File: src/rtl/jtag_host_pkg.sv
// jtag_host_pkg: shared definitions for the host-side JTAG driver.
// Holds the command op encodings, per-op edge counts, per-op TMS and shift-edge
// patterns (20-bit vectors, edge 1 at bit 0), the target command byte values
// and the control FSM state type.
package jtag_host_pkg;

   // Command op encodings; 2'b11 is folded onto OP_SYNC by normOp().
   localparam logic [1:0] OP_SYNC  = 2'b00;
   localparam logic [1:0] OP_ISCAN = 2'b01;
   localparam logic [1:0] OP_DSCAN = 2'b10;

   // TCK rising edges per op.
   localparam logic [4:0] EDGES_SYNC  = 5'd3;
   localparam logic [4:0] EDGES_ISCAN = 5'd11;
   localparam logic [4:0] EDGES_DSCAN = 5'd20;

   // TMS value per edge.
   localparam logic [19:0] TMS_SYNC  = 20'h00007;  // edges 1-3 high
   localparam logic [19:0] TMS_ISCAN = 20'h00200;  // edge 10 high
   localparam logic [19:0] TMS_DSCAN = 20'h40002;  // edges 2 and 19 high

   // Edges that carry a data bit on TDI and capture one from TDO.
   localparam logic [19:0] SHIFT_SYNC  = 20'h00000;
   localparam logic [19:0] SHIFT_ISCAN = 20'h003FC;  // edges 3-10
   localparam logic [19:0] SHIFT_DSCAN = 20'h7FFF8;  // edges 4-19

   // Target instruction register values.
   localparam logic [7:0] CMD_NOP      = 8'h00;
   localparam logic [7:0] CMD_SET_ADDR = 8'h01;
   localparam logic [7:0] CMD_READ     = 8'h02;
   localparam logic [7:0] CMD_WRITE    = 8'h03;
   localparam logic [7:0] CMD_SCAN     = 8'h04;
   localparam logic [7:0] CMD_SPI      = 8'h05;
   localparam logic [7:0] CMD_PAUSE    = 8'h06;
   localparam logic [7:0] CMD_RUN      = 8'h07;

   typedef enum logic [2:0] {
      StResetSync,
      StReady,
      StLow,
      StHigh,
      StDone
   } hostState_t;

   function automatic logic [1:0] normOp(input logic [1:0] op);
      return (op == OP_ISCAN || op == OP_DSCAN) ? op : OP_SYNC;
   endfunction

   function automatic logic [4:0] edgeCount(input logic [1:0] op);
      case (op)
         OP_ISCAN: return EDGES_ISCAN;
         OP_DSCAN: return EDGES_DSCAN;
         default:  return EDGES_SYNC;
      endcase
   endfunction

   function automatic logic [19:0] tmsPattern(input logic [1:0] op);
      case (op)
         OP_ISCAN: return TMS_ISCAN;
         OP_DSCAN: return TMS_DSCAN;
         default:  return TMS_SYNC;
      endcase
   endfunction

   function automatic logic [19:0] shiftPattern(input logic [1:0] op);
      case (op)
         OP_ISCAN: return SHIFT_ISCAN;
         OP_DSCAN: return SHIFT_DSCAN;
         default:  return SHIFT_SYNC;
      endcase
   endfunction

endpackage

File: src/rtl/jtag_host_tick.sv
// jtag_host_tick: TCK phase timer.
// While run is high, counts DIV clks per TCK phase and strobes on the last clk
// of each phase: rise_tick ends a low phase, fall_tick ends a high phase.
// Ports:
//   clk, rst        system clock, asynchronous active-high reset
//   run             a TCK phase is in progress (counter held at 0 otherwise)
//   tckLevel        current TCK level, selects which strobe fires
//   fall_tick       last clk of a high phase
//   rise_tick       last clk of a low phase
module jtag_host_tick #(
   parameter int unsigned DIV = 4
) (
   input  logic clk,
   input  logic rst,
   input  logic run,
   input  logic tckLevel,
   output logic fall_tick,
   output logic rise_tick
);

   localparam int unsigned CntW = $clog2(DIV + 1);
   localparam logic [CntW-1:0] LastCnt = CntW'(DIV - 1);

   logic [CntW-1:0] phaseCnt;
   logic            phaseEnd;

   assign phaseEnd  = run && (phaseCnt == LastCnt);
   assign rise_tick = phaseEnd && !tckLevel;
   assign fall_tick = phaseEnd && tckLevel;

   always_ff @(posedge clk or posedge rst) begin
      if (rst) begin
         phaseCnt <= '0;
      end else if (!run || phaseEnd) begin
         phaseCnt <= '0;
      end else begin
         phaseCnt <= phaseCnt + CntW'(1);
      end
   end

endmodule

File: src/rtl/jtag_host.sv
// jtag_host: host-side JTAG driver.
// Turns single-word commands into complete SYNC / instruction-scan (8 bit) /
// data-scan (16 bit) sequences on tck/tms/tdi and returns the bits captured
// from tdo. Runs a SYNC automatically after reset before accepting commands.
// Ports:
//   clk, rst            system clock, asynchronous active-high reset
//   cmd_valid/ready     command handshake (accept on valid & ready)
//   cmd_op              00 SYNC, 01 ISCAN, 10 DSCAN, 11 as SYNC
//   cmd_data            shift-in value (ISCAN [7:0], DSCAN [15:0])
//   rsp_valid           one-clk pulse on completion
//   rsp_data            captured TDO bits, held until the next rsp_valid
//   tck, tms, tdi       JTAG outputs to the target
//   tdo                 JTAG data from the target
module jtag_host
   import jtag_host_pkg::*;
#(
   parameter int unsigned DIV = 4
) (
   input  logic        clk,
   input  logic        rst,
   input  logic        cmd_valid,
   output logic        cmd_ready,
   input  logic [1:0]  cmd_op,
   input  logic [15:0] cmd_data,
   output logic        rsp_valid,
   output logic [15:0] rsp_data,
   output logic        tck,
   output logic        tms,
   output logic        tdi,
   input  logic        tdo
);

   hostState_t  state, stateNext;
   logic        loadCmd, loadSync;
   logic [1:0]  loadOp;
   logic [19:0] loadTms, loadShift;
   logic [15:0] loadData;

   logic [4:0]  edgesLeft;
   logic [19:0] tmsSr;      // TMS for the edges still to come, next at bit 0
   logic [19:0] shiftSr;    // shift-edge flags for the edges still to come
   logic        curShift;   // current edge is a shift edge
   logic [15:0] dataSr;     // outgoing bits, next at bit 15
   logic [15:0] capSr;      // captured TDO bits, shifted in at bit 0
   logic [15:0] rspData;
   logic        autoSync;   // running the post-reset SYNC: no response
   logic        run, riseTick, fallTick;

   assign run       = (state == StLow) || (state == StHigh);
   assign cmd_ready = (state == StReady);
   assign rsp_valid = (state == StDone);
   assign rsp_data  = rspData;

   jtag_host_tick #(
      .DIV(DIV)
   ) uTick (
      .clk      (clk),
      .rst      (rst),
      .run      (run),
      .tckLevel (tck),
      .fall_tick(fallTick),
      .rise_tick(riseTick)
   );

   // Next-state logic.
   always_comb begin
      stateNext = state;
      loadCmd   = 1'b0;
      loadSync  = 1'b0;
      case (state)
         StResetSync: begin
            stateNext = StLow;
            loadSync  = 1'b1;
         end
         StReady: begin
            if (cmd_valid) begin
               stateNext = StLow;
               loadCmd   = 1'b1;
            end
         end
         StLow: begin
            if (riseTick) stateNext = StHigh;
         end
         StHigh: begin
            if (fallTick) begin
               if (edgesLeft != 5'd0) stateNext = StLow;
               else if (autoSync)     stateNext = StReady;
               else                   stateNext = StDone;
            end
         end
         StDone: stateNext = StReady;
         default: stateNext = StResetSync;
      endcase
   end

   // Values loaded when a sequence starts; the auto-sync always loads SYNC.
   always_comb begin
      loadOp = OP_SYNC;
      if (state == StReady) loadOp = normOp(cmd_op);
      loadTms   = tmsPattern(loadOp);
      loadShift = shiftPattern(loadOp);
      case (loadOp)
         OP_DSCAN: loadData = cmd_data;
         OP_ISCAN: loadData = {cmd_data[7:0], 8'h00};
         default:  loadData = '0;
      endcase
   end

   always_ff @(posedge clk or posedge rst) begin
      if (rst) begin
         state <= StResetSync;
      end else begin
         state <= stateNext;
      end
   end

   always_ff @(posedge clk or posedge rst) begin
      if (rst) begin
         tck       <= 1'b0;
         tms       <= 1'b1;
         tdi       <= 1'b0;
         edgesLeft <= '0;
         tmsSr     <= '0;
         shiftSr   <= '0;
         curShift  <= 1'b0;
         dataSr    <= '0;
         capSr     <= '0;
         rspData   <= '0;
         autoSync  <= 1'b0;
      end else if (loadCmd || loadSync) begin
         // This clk begins the low phase of edge 1.
         tms       <= loadTms[0];
         tmsSr     <= loadTms >> 1;
         curShift  <= loadShift[0];
         shiftSr   <= loadShift >> 1;
         tdi       <= loadShift[0] & loadData[15];
         dataSr    <= loadShift[0] ? (loadData << 1) : loadData;
         edgesLeft <= edgeCount(loadOp);
         capSr     <= '0;
         autoSync  <= loadSync;
      end else if (riseTick) begin
         tck       <= 1'b1;
         edgesLeft <= edgesLeft - 5'd1;
         if (curShift) capSr <= {capSr[14:0], tdo};
      end else if (fallTick) begin
         tck <= 1'b0;
         if (edgesLeft != 5'd0) begin
            tms      <= tmsSr[0];
            tmsSr    <= tmsSr >> 1;
            curShift <= shiftSr[0];
            shiftSr  <= shiftSr >> 1;
            tdi      <= shiftSr[0] & dataSr[15];
            if (shiftSr[0]) dataSr <= dataSr << 1;
         end else begin
            curShift <= 1'b0;
            if (!autoSync) rspData <= capSr;
         end
      end
   end

endmodule
File: config.mk
export PLATFORM = sky130hd
export DESIGN_NAME = jtag_host
export DESIGN_NICKNAME = d
export VERILOG_FILES = /design/src/rtl/jtag_host_pkg.sv /design/src/rtl/jtag_host_tick.sv /design/src/rtl/jtag_host.sv
export SDC_FILE = /design/constraint.sdc
export NUM_CORES = 1
export LEC_CHECK = 0
export CAP_MARGIN = 20
export CORE_MARGIN = 2
export CORE_UTILIZATION = 35
export DETAILED_ROUTE_END_ITERATION = 8
export GPL_ROUTABILITY_DRIVEN = 0
export PLACE_DENSITY = 0.62
export SETUP_SLACK_MARGIN = 0.2
export SYNTH_ARGS = -nofsm -noshare
export SYNTH_HDL_FRONTEND = slang
export SYNTH_SLANG_ARGS = --single-unit
File: constraint.sdc
create_clock -name clk -period 3.9 [get_ports clk]
set_input_delay 0.975 -clock clk [delete_from_list [all_inputs] [get_ports clk]]
set_output_delay 0.975 -clock clk [all_outputs]
set_load 0.1 [all_outputs]
==> flow_summary.json, run 1 <==
{
  "final-hold-violation-count": 0,
  "pwr-share-comb_pct": 2.6,
  "swShare_pct": 23.03,
  "fin_crit_sh_pct": 75.41,
  "clockRootBuffer": "clkbuf_16",
  "cts.clk_slew.worst_paths_ns": 0.07,
  "htree_levels": 3,
  "final-setup-viol-count": 0,
  "peakVddDrop_v": 0.0001753,
  "fin_skew_ns": 0.01065,
  "drive_gt1_share_pct": 11.75,
  "status": "finished, final reports clean",
  "ys_warn_count": 0,
  "min_period_ns": 2.941,
  "synth_cell_type_count": 45,
  "synthCells": 431,
  "cts_setup_buffers": 0,
  "worstMarginPinSlew_ns": 0.9777,
  "cts_tree": "done",
  "internal-power_uw": 1492,
  "max-cap-violations": 0,
  "ys_top_cells_by_area": "dfrtp_1, nand2_1, o21ai_0",
  "net-switching-power_uw": 446.5,
  "fin_tns_setup_ns": 0,
  "hp-start": "uTick.phaseCnt[0]",
  "fill_cells": 1181,
  "synth_top_area_share_pct": 56.45,
  "syn2layout_area_growth_pct": 19.33,
  "die_w_um": 115.4,
  "nets": 488,
  "first_pass_iters": 4,
  "cpPeakStageDelay_ns": 1.17,
  "first_iter_violations": 242,
  "io_buffers": 42,
  "critPathKind": "reg -> out",
  "yosysSeqAreaShare_pct": 57.06,
  "cts_hold_buf": 0,
  "wl_mm": 8.536,
  "power_density_nw_per_um2": 374.0,
  "ioPinCount": 43,
  "fmax_mhz": 340.0,
  "vias": 3133,
  "seq_power_share_pct": 53.0,
  "start_util_pct": 36.02,
  "hold_slack_ns": 0.4619,
  "hold_path_class": "reg -> reg",
  "critPathRequiredTime_ns": 2.92,
  "grt-ovfl-total": 0,
  "synth_fp_nets": 456,
  "path_buf_inv": 1,
  "drc": 0,
  "arrival_ns": 1.97,
  "report.final.slew_viol_count": 0,
  "worstReg2RegStart": "edgesLeft[0]",
  "avgViaCountPerCell": 4.926,
  "critical-path-top-delay-family": "buffers and inverters",
  "power.leakage_uw": 0.002248,
  "start_kind": "register",
  "cts_resized": 0,
  "grt_util_all_layers_pct": 14.37,
  "slowest_stage": "clkdlybuf4s50_1",
  "cts.sinks": 99,
  "row_count": 40,
  "grt_pass1_wl_mm": 15.01,
  "grt_pass1_vias": 3096,
  "diodes": 0,
  "crit_fanout": 7,
  "netlist_area_um2": 4344,
  "cp-startpoint": "tck",
  "slew_headroom_pct": 34.61,
  "cp-end-kind": "output pin",
  "ys_ff_latch": 99,
  "fin_util_pct": 42.98,
  "antenna_found_initial": 0,
  "clk_latency_ns": 0.36,
  "synth_area_per_cell_um2": 10.08,
  "cp_cell_sequence": "clkdlybuf4s50_1",
  "grt_max_degree": 63,
  "die_h_um": 115.4,
  "rsz0062_at_grt": "no",
  "cts_buffer_depth": 2,
  "yosysTopAreaCell": "dfrtp_1",
  "detail_route.wl_per_cell_um": 13.42,
  "core_area_um2": 12060,
  "die_area_um2": 13320,
  "drtAntennaViolNets": 0,
  "clkPwrFrac_pct": 44.5,
  "hpwl_mm": 5.716,
  "cts_buffers": 9
}
==> routing by layer <==
metal | track usage, % | routed length, um | up-vias
li1 | - | - | 1539
met1 | 18.69 | 4019 | 1506
met2 | 22.73 | 3928 | 75
met3 | 4.079 | 404 | 13
met4 | 5.783 | 184 | 0
met5 | 0 | 0 | -
==> Yosys cell counts <==
library cell  number
nand2_1          100
dfrtp_1           98
o21ai_0           47
a21oi_1           22
nand3_1           21
a22oi_1           15
buf_2             14
clkbuf_1          13
nor2_1            12
mux2_4            10
nor3_1            10
inv_1              7
mux2_2             7
o21ai_1            5
and2_1             4
xnor2_1            4
ha_1               3
nor3b_1            3
a21o_1             2
and3_1             2
clkbuf_2           2
mux2i_1            2
nand2b_1           2
nor2b_1            2
o21a_1             2
o22a_1             2
o31ai_1            2
a211o_1            1
a22oi_4            1
a31oi_1            1
a32o_1             1
and2_0             1
and4b_1            1
buf_12             1
buf_4              1
buf_6              1
dfstp_2            1
nand4bb_1          1
nor3_4             1
nor4_1             1
nor4bb_1           1
o22ai_1            1
o32ai_1            1
or3b_1             1
or4b_4             1
==> stage by stage <==
step	area (um^2)	setup slack, ns	instances	total power, uW
after floorplan	4349	0.3362	431	1064
after global placement	4897	1.061	620	1098
after detailed placement	4897	1.005	620	1099
after CTS	5184	0.9267	636	1971
after global routing	5184	0.8865	636	2015
final	5184	0.9589	636	1939
==> layout make-up <==
type | count | area (um^2) | share of cell area, %
repair buffers | 53 | 495.5 | 9.558
multi-input cells | 293 | 1684 | 32.49
well taps | 168 | 210.2 | 4.055
clock buffers | 9 | 225.2 | 4.345
inverters | 7 | 28.78 | 0.5552
clock inverters | 7 | 61.31 | 1.183
flip-flops and latches | 99 | 2479 | 47.82
==> power groups by stage <==
| stage | sequential (uW) | clock (uW) | combinational [uW] |
|---|---|---|---|
| after detailed placement | 1050 | 0 | 51.9 |
| after global placement | 1050 | 0 | 50.7 |
| after CTS | 1030 | 893 | 52.0 |
| after global routing | 1030 | 932 | 56.3 |
| after floorplan | 1050 | 0 | 16.8 |
| final | 1030 | 862 | 49.8 |
==> final timing paths <==
check | depth (start not counted) | slack (ns) | to
max reg2reg | 5 | 1.36 | rsp_data[9]
min | 1 | 0.46 | uTick.phaseCnt[0]
max | 1 | 0.96 | tck
max in group asynchronous | 3 | 2.06 | tms
min in group asynchronous | 2 | 1.02 | rsp_data[15]
min reg2reg | 1 | 0.46 | uTick.phaseCnt[0]
==> logic make-up after synthesis <==
logic type | count (synthesis) | share of synthesized area [%]
AO/OA/AOI/OAI | 103 | 13.97
XOR/XNOR | 4 | 0.8064
adder cells (fa/ha/maj) | 3 | 0.8641
buffers and inverters | 39 | 4.465
flip-flops | 99 | 57.06
multiplexers | 19 | 5.732
AND/OR/NAND/NOR | 164 | 17.11
==> state kept, by name, indices dropped and copies added (netlist names) <==
| signal | cells |
|---|---|
| curShift | 1 |
| autoSync | 1 |
| uTick.phaseCnt | 3 |
| tms | 1 |
| shiftSr | 17 |
| capSr | 16 |
| edgesLeft | 5 |
| dataSr | 16 |
| rsp_data | 16 |
| state | 3 |
| tmsSr | 18 |
| tck | 1 |
| tdi | 1 |
==> placed cells by master (no fill, tap or decap), drive strengths merged <==
master,count
o22ai,1
a31oi,1
o32ai,1
a21o,2
nand3,21
clkinv,2
and3,2
a21oi,22
clkbuf,9
and2,5
nor3b,3
dfstp,1
nand2,100
mux2i,2
o22a,2
a211o,1
xnor2,4
or3b,1
nor3,11
dfrtp,98
nand2b,2
clkdlybuf4s50,39
or4b,1
a22oi,16
nor2,12
nand4bb,1
nor4bb,1
and4b,1
mux2,17
ha,3
buf,14
inv,10
clkinvlp,2
o21ai,52
o21a,2
o31ai,2
nor4,1
a32o,1
nor2b,2
Power figures use the tool's default switching activity.
==> run 2: changes to the inputs <==
==> constraint.sdc (replaced) <==
create_clock -name clk -period 3 [get_ports clk]
set_input_delay 0.75 -clock clk [delete_from_list [all_inputs] [get_ports clk]]
set_output_delay 0.75 -clock clk [all_outputs]
set_load 0.1 [all_outputs]
==> flow_summary.json, run 2 (synthesis gave the netlist of run 1 again) <==
{
  "status": "finished, final reports clean",
  "final-setup-viol-count": 0,
  "core_area_um2": 12060,
  "peakVddDrop_v": 0.0002065,
  "cts_buffers": 9,
  "rsz0062_at_grt": "no",
  "final_common_cell": "nand2_1",
  "timing.rr.end": "dataSr[4]",
  "cpPeakStageDelay_ns": 0.51,
  "top_register": "tmsSr",
  "numPlacedInstances": 621,
  "report.final.slew_viol_count": 0,
  "path_buf_inv": 1,
  "final-hold-violation-count": 0,
  "dp_slack_ns": 0.2827,
  "hp-start": "uTick.phaseCnt[0]",
  "fin_skew_ns": 0.007735,
  "cts_resized": 0,
  "drive_gt1_share_pct": 15.57,
  "power_density_nw_per_um2": 477.3,
  "start_util_pct": 36.02,
  "cts.clk_slew.worst_paths_ns": 0.07,
  "cp_cell_sequence": "nor2_1 > and2_1 > buf_12",
  "wl_mm": 8.179,
  "grt_pass1_wl_mm": 14.38,
  "cts_tree": "done",
  "syn2layout_area_growth_pct": 19.18,
  "cts_buffer_depth": 2,
  "drc": 0,
  "reg_top3": "tmsSr: 18 flops, shiftSr: 17 flops",
  "cts.sinks": 99,
  "ioPinCount": 43,
  "min_period_ns": 2.480,
  "grt_util_all_layers_pct": 13.62,
  "htree_levels": 3,
  "arrival_ns": 1.73,
  "hpwl_mm": 5.418,
  "clockRootBuffer": "clkbuf_16",
  "hold_path_class": "reg -> reg",
  "r2r_setup_slack_ns": 0.79,
  "nets": 489,
  "vias": 3108,
  "fin_cells": 637,
  "io_buffers": 42,
  "die_h_um": 115.4,
  "row_count": 40,
  "critPathKind": "reg -> out",
  "cp-end-kind": "output pin",
  "critPathRequiredTime_ns": 2.25,
  "clk_latency_ns": 0.34,
  "power.leakage_uw": 0.002305,
  "critical-path-top-delay-family": "simple AND/OR/NAND/NOR gates",
  "antenna_found_initial": 0,
  "whs_path_depth": 1,
  "die_area_um2": 13320,
  "diodes": 0,
  "slew_headroom_pct": 58.68,
  "max-cap-violations": 0,
  "crit_fanout": 12,
  "cts_setup_buffers": 0,
  "first_iter_violations": 168,
  "grt-ovfl-total": 0,
  "worstReg2RegStart": "state[1]",
  "fin_tns_setup_ns": 0,
  "worstMarginPinSlew_ns": 0.6177,
  "largest_reg_flops": 18,
  "cts_hold_buf": 0,
  "fin_util_pct": 42.93,
  "drtAntennaViolNets": 0,
  "slowest_stage": "dfrtp_1",
  "detail_route.wl_per_cell_um": 12.84,
  "first_pass_iters": 4,
  "r2r_cells": 5,
  "start_kind": "register",
  "layout_setup_ws_ns": 0.5204,
  "fin_crit_sh_pct": 82.65,
  "die_w_um": 115.4,
  "fmax_mhz": 403.3,
  "layout_common_cells": "nand2_1, dfrtp_1, o21ai_0, buf_4, a21oi_1",
  "holdPathEnd": "uTick.phaseCnt[0]",
  "avgViaCountPerCell": 4.879,
  "grt_max_degree": 100,
  "grt_pass1_vias": 3036
}
run 2: cell types whose count changed in the layout (fill, tap and decap cells not counted):
cell             change
inv_4                -1
inv_8                -1
clkbuf_8             +1
clkbuf_1             +1
clkinvlp_4           -1
clkdlybuf4s50_1     -18
clkinv_2             +2
buf_12               +3
buf_4               +16
inv_6                -1
run 2: power by group:
part	switching [uW]	internal, uW	total (uW)
sequential	0.523	1340	1340
combinational	34.4	28.9	63.3
clock	484	588	1070
total	519	1950	2470
run 2: worst max path at each step:
stage | cells past startpoint | endpoint | slack [ns] | startpoint
after floorplan | 2 | rsp_valid | 0.45 | state[0]
after global placement | 6 | dataSr[1] | 0.34 | cmd_valid
after detailed placement | 6 | capSr[9] | 0.28 | cmd_valid
after CTS | 3 | cmd_ready | 0.51 | state[1]
after global routing | 3 | cmd_ready | 0.45 | state[1]
final | 3 | cmd_ready | 0.52 | state[1]
run 2: cell type report:
| class | instances | area [um^2] |
|---|---|---|
| Multi-Input combinational cell | 293 | 1684 |
| Timing Repair Buffer | 54 | 495.5 |
| Tap cell | 168 | 210.2 |
| Clock inverter | 5 | 36.28 |
| Sequential cell | 99 | 2479 |
| Clock buffer | 11 | 242.7 |
| Inverter | 7 | 30.03 |
| Fill cell | 1163 | 6884 |
run 2: layer usage:
layer,wire (um),track usage [%]
met4,114,5.542
met3,339,3.190
met1,3856,17.50
met5,0,0
met2,3869,22.26
run 2: per-stage QoR:
stage	cell area, um^2	hold slack, ns	total power [uW]
global placement	4898	0.4281	1426
CTS	5177	0.4480	2517
finish	5177	0.4392	2471
detailed placement	4898	0.4389	1427
floorplan	4353	0.4168	1383
global route	5177	0.4710	2575
run 2: worst reg2reg max path, delay by kind of cell, from the launching register on:
kind	cells	cell delay (ns)
compound gates	2	0.29
buf+inv	1	0.34
flops	1	0.51
simple gates	2	0.96
